## config.mk

```make
export PLATFORM = sky130hd
export DESIGN_NAME = logic_unit_pipe
export DESIGN_NICKNAME = d
export VERILOG_FILES = /design/src/rtl/logic_unit_pipe.sv
export SDC_FILE = /design/constraint.sdc
export NUM_CORES = 1
export LEC_CHECK = 0
export CAP_MARGIN = 10
export CORE_MARGIN = 2
export CORE_UTILIZATION = 36
export CTS_BUF_LIST = sky130_fd_sc_hd__clkbuf_8
export DETAILED_ROUTE_END_ITERATION = 12
export PLACE_DENSITY = 0.7
export SKIP_LAST_GASP = 1
export SYNTH_ARGS = -nofsm -noshare
export SYNTH_HDL_FRONTEND = slang
export SYNTH_SLANG_ARGS = --single-unit
```

## constraint.sdc

```tcl
create_clock -name clk -period 2.22 [get_ports clk]
set_clock_uncertainty 0.05 [all_clocks]
set_input_delay 0.666 -clock clk [delete_from_list [all_inputs] [get_ports clk]]
set_output_delay 0.666 -clock clk [all_outputs]
set_load 0.05 [all_outputs]
```

## src/rtl/logic_unit_pipe.sv

```systemverilog
// Registered bitwise logic slice with a one-entry skid buffer and valid/ready handshake.
// Define LOGIC_EXT_OPS_EN to add NAND, XNOR, pass-B and constant-zero opcodes.
module logic_unit_pipe #(
  parameter int WIDTH  = 32,
  parameter int CTRL_W = 4
) (
  input  logic              clk,
  input  logic              rst_n,
  input  logic              in_valid,
  output logic              in_ready,
  input  logic [WIDTH-1:0]  in_a,
  input  logic [WIDTH-1:0]  in_b,
  input  logic [CTRL_W-1:0] in_ctrl,
  output logic              out_valid,
  input  logic              out_ready,
  output logic [WIDTH-1:0]  out_data,
  output logic              out_zero,
  output logic              out_illegal
);

  // Returns {illegal, data}; unsupported codes yield data 0 with illegal set.
  function automatic logic [WIDTH:0] f_logic_op(input logic [WIDTH-1:0] a,
                                                input logic [WIDTH-1:0] b,
                                                input logic [CTRL_W-1:0] op);
    logic [WIDTH-1:0] d;
    logic             ill;
    d   = '0;
    ill = 1'b0;
    case (op)
      4'b1000: d = a & b;
      4'b1110: d = a | b;
      4'b0110: d = a ^ b;
      4'b0001: d = ~(a | b);
      4'b1010: d = a;
`ifdef LOGIC_EXT_OPS_EN
      4'b0111: d = ~(a & b);
      4'b1001: d = ~(a ^ b);
      4'b1011: d = b;
      4'b0000: d = '0;
`endif
      default: begin
        d   = '0;
        ill = 1'b1;
      end
    endcase
    return {ill, d};
  endfunction

  logic [WIDTH:0]   w_res_p0;
  logic [WIDTH-1:0] w_data_p0;
  logic             w_illegal_p0;
  logic             w_zero_p0;
  logic             w_accept_p0;
  logic             w_stage_free_p1;

  logic             r_vld_p1;
  logic [WIDTH-1:0] r_data_p1;
  logic             r_zero_p1;
  logic             r_illegal_p1;

  logic             r_skid_vld;
  logic [WIDTH-1:0] r_skid_data;
  logic             r_skid_zero;
  logic             r_skid_illegal;

  // Stage p0: evaluate the op at accept time so inputs need not be held.
  assign w_res_p0        = f_logic_op(in_a, in_b, in_ctrl);
  assign w_data_p0       = w_res_p0[WIDTH-1:0];
  assign w_illegal_p0    = w_res_p0[WIDTH];
  assign w_zero_p0       = (w_data_p0 == '0);

  assign in_ready        = ~r_skid_vld;
  assign w_accept_p0     = in_valid & ~r_skid_vld;
  assign w_stage_free_p1 = out_ready | ~r_vld_p1;

  // Stage p1: output register, refilled from the skid entry before new input.
  always_ff @(posedge clk or negedge rst_n) begin
    if (!rst_n) begin
      r_vld_p1       <= 1'b0;
      r_data_p1      <= '0;
      r_zero_p1      <= 1'b0;
      r_illegal_p1   <= 1'b0;
      r_skid_vld     <= 1'b0;
      r_skid_data    <= '0;
      r_skid_zero    <= 1'b0;
      r_skid_illegal <= 1'b0;
    end else if (w_stage_free_p1) begin
      if (r_skid_vld) begin
        r_vld_p1     <= 1'b1;
        r_data_p1    <= r_skid_data;
        r_zero_p1    <= r_skid_zero;
        r_illegal_p1 <= r_skid_illegal;
        r_skid_vld   <= 1'b0;
      end else if (w_accept_p0) begin
        r_vld_p1     <= 1'b1;
        r_data_p1    <= w_data_p0;
        r_zero_p1    <= w_zero_p0;
        r_illegal_p1 <= w_illegal_p0;
      end else begin
        r_vld_p1     <= 1'b0;
      end
    end else if (w_accept_p0) begin
      r_skid_vld     <= 1'b1;
      r_skid_data    <= w_data_p0;
      r_skid_zero    <= w_zero_p0;
      r_skid_illegal <= w_illegal_p0;
    end
  end

  assign out_valid   = r_vld_p1;
  assign out_data    = r_data_p1;
  assign out_zero    = r_zero_p1;
  assign out_illegal = r_illegal_p1;

endmodule
```

==> results of run 1 <==
==> cells by family (layout without fill, tap and decap cells) <==
logic type | after synthesis | count (layout) | share of synthesized area
AO/OA/AOI/OAI | 191 | 191 | 0.235
AND/OR/NAND/NOR | 169 | 169 | 0.155
buffers and inverters | 109 | 318 | 0.0865
flip-flops | 70 | 70 | 0.339
adder cells (fa/ha/maj) | 64 | 64 | 0.155
multiplexers | 14 | 14 | 0.0291
==> metal layers <==
layer  part of all wire  GRT usage  vias up
li1                   -          -     2570
met1               0.46      0.266     2452
met2               0.47      0.318      143
met3              0.051     0.0275       19
met4              0.016     0.0597        0
met5                  0          0        -
==> layout make-up <==
class                      count  area (µm²)
clock buffer                   9         124
clock inverter                 6        50.0
fill                        1217        6020
inverter                      67         253
multi-input combinational    438        3390
sequential                    70        1750
tap                          180         225
timing repair buffer         236        2130
==> power by group <==
part / internal (mW) / switching [mW]
clock: 0.494 / 0.429
sequential: 1.53 / 0.144
combinational: 0.743 / 1.06
==> final timing paths <==
path | start | cells after the start | to
max | in_ctrl[1] | 10 | out_zero
min | rst_n | 2 | out_data[12]
max reg2reg | r_skid_vld | 4 | out_data[6]
min reg2reg | r_skid_zero | 2 | r_skid_zero
max in group asynchronous | rst_n | 2 | r_skid_data[29]
min in group clk | r_skid_zero | 2 | r_skid_zero
==> state kept, by name, indices dropped and copies added, names as in the netlist <==
signal / flops
out_data: 32
r_skid_data: 32
out_illegal: 1
out_valid: 1
out_zero: 1
r_skid_illegal: 1
r_skid_vld: 1
r_skid_zero: 1
==> placed cells by master, fill, tap and decap left out, types with 9 or more instances in the layout <==
cell             synthesis  final
nor2_1                  80     73
dlymetal6s2s_1           0     10
dlygate4sd2_1            0     23
o21ai_1                  0     16
o21ai_0                 52     28
clkbuf_8                 0      9
dfrtp_1                 70     69
buf_6                    4     15
nand2_1                 46     46
a21oi_1                 65     56
buf_4                    0    140
inv_1                   65     68
a22o_1                   9      9
a22oi_1                 17     14
o2bb2ai_1               16     16
clkdlybuf4s50_1          0     25
ha_1                    64     55
==> through the flow <==
step | std cells | utilization | power (mW) | TNS, ns
finish | 1006 | 0.568 | 4.40 | -0.893
floorplan | 617 | - | 2.64 | -5.62
global route | 1006 | 0.568 | 4.67 | -1.45
global placement | 953 | 0.499 | 3.30 | -51.99
detailed placement | 953 | 0.499 | 3.34 | -56.54
CTS | 988 | 0.535 | 4.33 | -2.59
==> worst max-delay path: stages <==
cell      delay [ns]
buf_8           0.11
buf_12          0.12
and3b_4         0.22
a22o_1          0.18
a222oi_1        0.45
and4_1          0.31
nand4_1         0.10
or4_4           0.45
buf_6           0.13
o21ai_2         0.11
==> what timing repair did <==
| action | in CTS | in global routing |
|---|---|---|
| setup buffers | 18 | 21 |
| gates cloned | 2 | 2 |
| gates resized for setup | 95 | 111 |
| pin swaps | 28 | 40 |
| setup endpoints to repair | 67 | 51 |
| hold endpoints to repair | 0 | 0 |
| hold buffers | 0 | 0 |
==> reports/results.txt, run 1 <==
GR Util All Layers: 0.194
Seq/Total Area, Yosys: 0.339
Hold Crit Class: in -> async
Drt via density: 5.15
# port buffers: 107
Routed WL per cell: 14.9 µm
Die area: 15300 µm²
F_max: 378 MHz
Pre-CTS setup slack: -1.18 ns
Crit path time final: 2.64 ns
Drt first pass iters: 6
Most instantiated cells after synthesis: 80 x nor2_1, 70 x dfrtp_1, 65 x a21oi_1, 65 x inv_1, 64 x ha_1
Hold Slack: 0.277 ns
GPL Wtd Cong: 0.925
Clk pin slew, worst setup/hold paths: 0.06 ns
Total core area: 13900 µm²
Final WS setup: -0.424 ns
Ys flop type: dfrtp_1
First-pass GRT wire length: 23.6 mm
Clock Path Buffers: 2
Peak VDD IR: 0.259 mV
Synth cell types: 46
Share of cells above drive strength 1: 0.318
Worst slew margin relative to its limit: 0.556
# rows: 43
Yosys top cell area share: 0.339
Post-synth ARST share: 1.00
Gr ovfl total: 0
1st-iter DRT viols: 374
CTS Sinks: 70
Reg2Reg Setup Slack: 0.57 ns
CTS HTree Levels: 3
RSZ-0062 raised after global routing: true
Worst Setup Start Kind: input port
Initial Util: 0.371
Antenna cell count: 0
Post-synthesis register bit count: 70
Worst endpoint data arrival time: 2.86 ns
Post-synth EDFFs: 0
Post-Syn Area: 5170 µm²
P_leak: 3.89 nW
Root Driver: clkbuf_8
P&R area growth vs syn: 53.3%
Vias in the first global route: 4912
Warnings from Yosys: 0
Mapped Nets: 753
Fin. Hold Viols: 0
Chip height: 124 µm
Max Slew Vio Count: 0
Gate Count Post-Synth: 617
CTS tree: done
I/O pin count: 108
Residual DRC: 0
Horiz. Die Dim: 124 µm
Outcome: finished, violations left
Skew-Pair Late Insertion Delay: 0.34 ns
Post-DRT Antenna Nets: 0
DP Area: 6960 µm²
Final Net Count: 958
Cell taking the most area after synthesis: dfrtp_1
Violated checks: setup timing
Finished Cell Area: 7920 µm²
Initial antenna violation count: 0
Max capacitance violation total: 0
Via count: 5184
Avg Cell Area, Syn: 8.37 µm²
Worst EP required: 2.44 ns
Worst slew pin tran: 0.666 ns
PD cells: 555 nW/µm²
Inserted Clock Buffers: 9
Worst Path Max Fanout: 8
HPWL Detailed: 11.0 mm
Total Wirelength: 15.0 mm
Top-count cell post-synth: nor2_1
Largest net degree at the start of global routing: 71
Largest cells by area after synthesis: dfrtp_1 34%, ha_1 16%, a21oi_1 6.3%
Period utilization: 1.19
Critical Path Sink Type: flop
WS Path Type: in -> reg
Final setup viols: 3
Power figures use the tool's default switching activity.
==> inputs of run 2 (changes only) <==
--- a/config.mk
+++ b/config.mk
@@ -5,12 +5,12 @@
 export SDC_FILE = /design/constraint.sdc
 export NUM_CORES = 1
 export LEC_CHECK = 0
+export ABC_AREA = 1
 export CAP_MARGIN = 10
 export CORE_MARGIN = 2
 export CORE_UTILIZATION = 36
-export CTS_BUF_LIST = sky130_fd_sc_hd__clkbuf_8
 export DETAILED_ROUTE_END_ITERATION = 12
-export PLACE_DENSITY = 0.7
+export PLACE_DENSITY = 0.69
 export SKIP_LAST_GASP = 1
 export SYNTH_ARGS = -nofsm -noshare
 export SYNTH_HDL_FRONTEND = slang
==> reports/results.txt, run 2 <==
Share of cells above drive strength 1: 0.246
Crit path time final: 2.17 ns
CTS tree: done
Worst Setup Start Kind: input port
Post-synth EDFFs: 0
HPWL Detailed: 11.1 mm
Cell taking the most area after synthesis: dfrtp_1
Largest net degree at the start of global routing: 71
Residual DRC: 0
# port buffers: 107
Most Frequent Cell on Critical Path: nand2_1
CP max-delay cell: clkdlybuf4s50_1
Post-Syn Area: 5410 µm²
1st-iter DRT viols: 383
CTS HTree Levels: 3
Fin. Hold Viols: 0
Total core area: 14600 µm²
Ys flop type: dfrtp_1
Initial antenna violation count: 0
Worst slew pin tran: 0.574 ns
Commonest non-fill, non-tap cells in the layout: 152 x nand2_1, 128 x buf_4, 116 x nand3_1, 101 x inv_1, 73 x o21ai_0
Outcome: finished, final reports clean
Peak VDD IR: 0.329 mV
PD cells: 548 nW/µm²
Worst slew margin relative to its limit: 0.618
Mapped Nets: 920
Final Net Count: 1110
Filler Cells Inserted: 1300
Post-DRT Antenna Nets: 0
Area of the multi-input gates: 3280 µm²
CP max stage delay: 0.48 ns
Clk pin slew, worst setup/hold paths: 0.06 ns
Largest cells by area after synthesis: dfrtp_1 32%, ha_1 15%, nand3_1 12%
Seq/Total Area, Yosys: 0.324
Die area: 16000 µm²
Warnings from Yosys: 0
P&R area growth vs syn: 51.7%
Worst Path Max Fanout: 2
Period utilization: 0.977
Via count: 5619
Worst EP required: 2.44 ns
Final core utilization: 0.562
First-pass GRT wire length: 24.7 mm
Pwr Total: 4.50 mW
Horiz. Die Dim: 127 µm
Inserted Clock Buffers: 9
Max Slew Vio Count: 0
Initial Util: 0.371
GR Util All Layers: 0.189
Hold Slack: 0.298 ns
Post-synthesis register bit count: 70
Finished Cell Area: 8200 µm²
Antenna cell count: 0
P_leak: 4.67 nW
Root Driver: clkbuf_16
Post-synth ARST share: 1.00
# rows: 44
Critical Path Sink Type: flop
Clock Path Buffers: 2
CP cell instances: clkdlybuf4s50_1 > inv_1 > ha_1 > nand3_1 > nand3_2 > nor2_4 > nand2_1 > nor2_1 > nand2_1 > nor2_1 > nand2_1 > nand2_1 > nand2_1 > nand2_1
WS Path Type: in -> reg
F_max: 461 MHz
Hold Crit Class: in -> async
CTS Sinks: 70
Drt via density: 4.83
Chip height: 127 µm
Drt first pass iters: 5
Skew-Pair Late Insertion Delay: 0.33 ns
Top-count cell post-synth: nand2_1
Most instantiated cells after synthesis: 156 x nand2_1, 134 x nand3_1, 104 x inv_1
Max capacitance violation total: 0
Gr ovfl total: 0
Worst endpoint data arrival time: 2.39 ns
GPL Wtd Cong: 0.826
Synth cell types: 20
Gate Count Post-Synth: 784
Avg Cell Area, Syn: 6.90 µm²
Yosys top cell area share: 0.324
Commonest non-fill, non-tap cell in the layout: nand2_1
Vias in the first global route: 4953
Final setup viols: 0
Total Wirelength: 15.8 mm
Routed WL per cell: 13.6 µm
Reg area: 1750 µm²
I/O pin count: 108
CTS Hold Bufs: 0
DP Area: 7230 µm²
## run 2: stage by stage
step                setup TNS, ns  setup WS, ns  cells
floorplan                       0         0.293    784
global placement           -18.04        -0.499   1127
finish                          0        0.0521   1163
CTS                             0       0.00455   1149
detailed placement         -20.46        -0.533   1127
global route              -0.0401       -0.0363   1163
## run 2: repair_timing
action	4_1_cts	5_1_grt
setup buffers	2	14
pin swaps	10	54
gates cloned	4	2
resized for setup	34	101
setup endpoints to repair	26	11
## run 2: final cells by class
type,instances,area share
tap,184,0.0281
clock buffer,13,0.0317
clock inverter,3,0.00519
multi-input combinational,562,0.399
timing repair buffer,223,0.272
inverter,108,0.0497
sequential,70,0.214
## run 2: worst paths after layout
check / startpoint / to / slack [ns] / depth (start not counted)
worst max-delay path: in_a[25] / out_zero / 0.05 / 14
worst min-delay path: rst_n / out_data[27] / 0.30 / 2
worst max register to register: r_skid_vld / out_data[7] / 0.73 / 4
worst min register to register: r_skid_data[3] / r_skid_data[3] / 0.43 / 2
max in group asynchronous: rst_n / out_data[7] / 1.51 / 2
min in group clk: r_skid_data[3] / r_skid_data[3] / 0.43 / 2
## run 2: per-layer routing
metal	part of all wire	GRT usage	wire, µm	vias up
met5	0	0	0	-
met3	0.038	0.0202	602	18
li1	-	-	-	2890
met2	0.46	0.290	7280	145
met4	0.015	0.0595	237	0
met1	0.49	0.279	7720	2566
## run 2: power by group
| group | internal (mW) | leakage (nW) | switching (mW) |
|---|---|---|---|
| Sequential | 1.45 | 0.935 | 0.102 |
| Clock | 0.929 | 0.146 | 0.515 |
| Combinational | 0.605 | 3.59 | 0.902 |
## run 2: logic make-up after synthesis
kind of cell / count (synthesis) / share of synthesized area
compound gates: 116 / 0.108
flops: 70 / 0.324
simple gates: 381 / 0.301
fa+ha+maj: 64 / 0.148
buf+inv: 153 / 0.119
## run 2: worst max-delay path, delay by kind of cell
| family | cells | cell delay, ns |
|---|---|---|
| buffers and inverters | 2 | 0.53 |
| adder cells (fa/ha/maj) | 1 | 0.28 |
| AND/OR/NAND/NOR | 11 | 0.91 |
==> inputs of run 3 (changes only) <==
--- a/config.mk
+++ b/config.mk
@@ -5,13 +5,14 @@
 export SDC_FILE = /design/constraint.sdc
 export NUM_CORES = 1
 export LEC_CHECK = 0
-export ABC_AREA = 1
 export CAP_MARGIN = 10
 export CORE_MARGIN = 2
 export CORE_UTILIZATION = 36
 export DETAILED_ROUTE_END_ITERATION = 12
-export PLACE_DENSITY = 0.69
+export PLACE_DENSITY = 0.7
+export SETUP_SLACK_MARGIN = 0.5
 export SKIP_LAST_GASP = 1
+export SLEW_MARGIN = 20
 export SYNTH_ARGS = -nofsm -noshare
 export SYNTH_HDL_FRONTEND = slang
 export SYNTH_SLANG_ARGS = --single-unit
==> reports/results.txt, run 3 (synthesis gave the netlist of run 1 again) <==
Die area: 15300 µm²
Max Slew Vio Count: 0
Buf+Inv Stages, Crit Path: 2
Total core area: 13900 µm²
Hold Crit Class: in -> async
Inserted Clock Buffers: 9
Root Driver: clkbuf_16
GR Util All Layers: 0.229
Worst Setup Start Kind: input port
Final setup viols: 38
Commonest non-fill, non-tap cell in the layout: buf_4
Final WS setup: -0.507 ns
Violated checks: setup timing
PD cells: 574 nW/µm²
Antenna cell count: 0
Setup_tns: -5.19 ns
Gr ovfl total: 0
HPWL Detailed: 10.8 mm
Period utilization: 1.23
Share of cells above drive strength 1: 0.481
Worst Path Max Fanout: 6
Worst endpoint data arrival time: 2.91 ns
Total Wirelength: 19.1 mm
Finished Cell Area: 9320 µm²
Final Net Count: 1021
Post-DRT Antenna Nets: 0
DP Area: 6940 µm²
P&R area growth vs syn: 80.4%
Worst EP required: 2.40 ns
Fin. Hold Viols: 0
Critical Path Sink Type: flop
CTS tree: done
# rows: 43
F_max: 367 MHz
CP max-delay cell: or4_4
CTS HTree Levels: 3
Worst slew pin tran: 0.754 ns
Largest net degree at the start of global routing: 71
CP max stage delay: 0.46 ns
CP cell instances: buf_12 > buf_16 > and3b_4 > a22o_1 > a222oi_1 > and4_1 > nand4_1 > or4_4 > o41ai_2
# port buffers: 107
GPL Wtd Cong: 0.847
First-pass GRT wire length: 27.6 mm
1st-iter DRT viols: 386
Initial Util: 0.371
WS Path Type: in -> reg
Peak VDD IR: 0.358 mV
Commonest non-fill, non-tap cells in the layout: 137 x buf_4, 69 x dfrtp_1, 67 x buf_6, 64 x inv_1, 54 x nor2_1
Max capacitance violation total: 0
Routed WL per cell: 17.9 µm
Final core utilization: 0.669
P_leak: 4.38 nW
RSZ-0062 raised after global routing: true
Clk pin slew, worst setup/hold paths: 0.06 ns
CTS Sinks: 70
Hold Slack: 0.305 ns
Fin cells: 1067
Vias in the first global route: 5636
Chip height: 124 µm
Crit path time final: 2.73 ns
Outcome: finished, violations left
Drt first pass iters: 5
I/O pin count: 108
Placed cells: 946
Horiz. Die Dim: 124 µm
Drt via density: 5.44
Clock Path Buffers: 2
CP top delay family: simple AND/OR/NAND/NOR gates
Via count: 5802
Skew-Pair Late Insertion Delay: 0.33 ns
Worst slew margin relative to its limit: 0.497
Residual DRC: 0
Initial antenna violation count: 0
run 3: where the power goes:
group | switching, mW | internal [mW] | total [mW]
Clock | 0.511 | 0.879 | 1.39
Sequential | 0.183 | 1.53 | 1.71
Combinational | 1.27 | 0.970 | 2.24
Total | 1.96 | 3.38 | 5.34
run 3: repair_timing:
item | in CTS | in global routing
setup buffers | 77 | 25
hold buffers | 0 | 0
gates cloned | 6 | 0
pin swaps | 84 | 98
endpoints found under the setup margin | 69 | 68
resized for setup | 301 | 138
run 3: per-layer routing:
metal  GRT usage  routed length (µm)
met4      0.0724                 543
met1       0.303                8040
met3      0.0247                 782
met2       0.392                9710
met5           0                   0
run 3: per-stage QoR:
step	setup slack (ns)	total power, mW
4_1_cts	-0.331	5.05
2_1_floorplan	-0.563	2.65
6_report	-0.507	5.34
3_5_place_dp	-1.33	3.34
5_1_grt	-0.570	5.57
3_3_place_gp	-1.26	3.30
run 3: area by class of cell:
| cell class | count | area [µm²] |
|---|---|---|
| fillers | 1000 | 4620 |
| multi-input cells | 439 | 3890 |
| repair buffers | 298 | 2920 |
| flip-flops and latches | 70 | 1750 |
| inverters | 67 | 258 |
| clock buffers | 11 | 243 |
| well taps | 180 | 225 |
| clock inverters | 2 | 35.0 |
run 3: final timing paths:
kind	start	to	slack (ns)	cells after the start
worst max register to register	r_skid_vld	out_data[26]	0.37	5
worst min-delay path	rst_n	out_data[30]	0.31	2
worst max-delay path	in_ctrl[1]	r_skid_zero	-0.51	9
min in group clk	out_data[9]	out_data[9]	0.43	2
worst min register to register	out_data[9]	out_data[9]	0.43	2
max in group asynchronous	rst_n	r_skid_vld	1.49	2
run 3: worst register-to-register path, stage by stage (launching register included):
cell and delay [ns]:
dfrtp_2 0.40, buf_4 0.27, buf_6 0.51, nor2_1 0.23, a21oi_1 0.19, o21ai_1 0.08
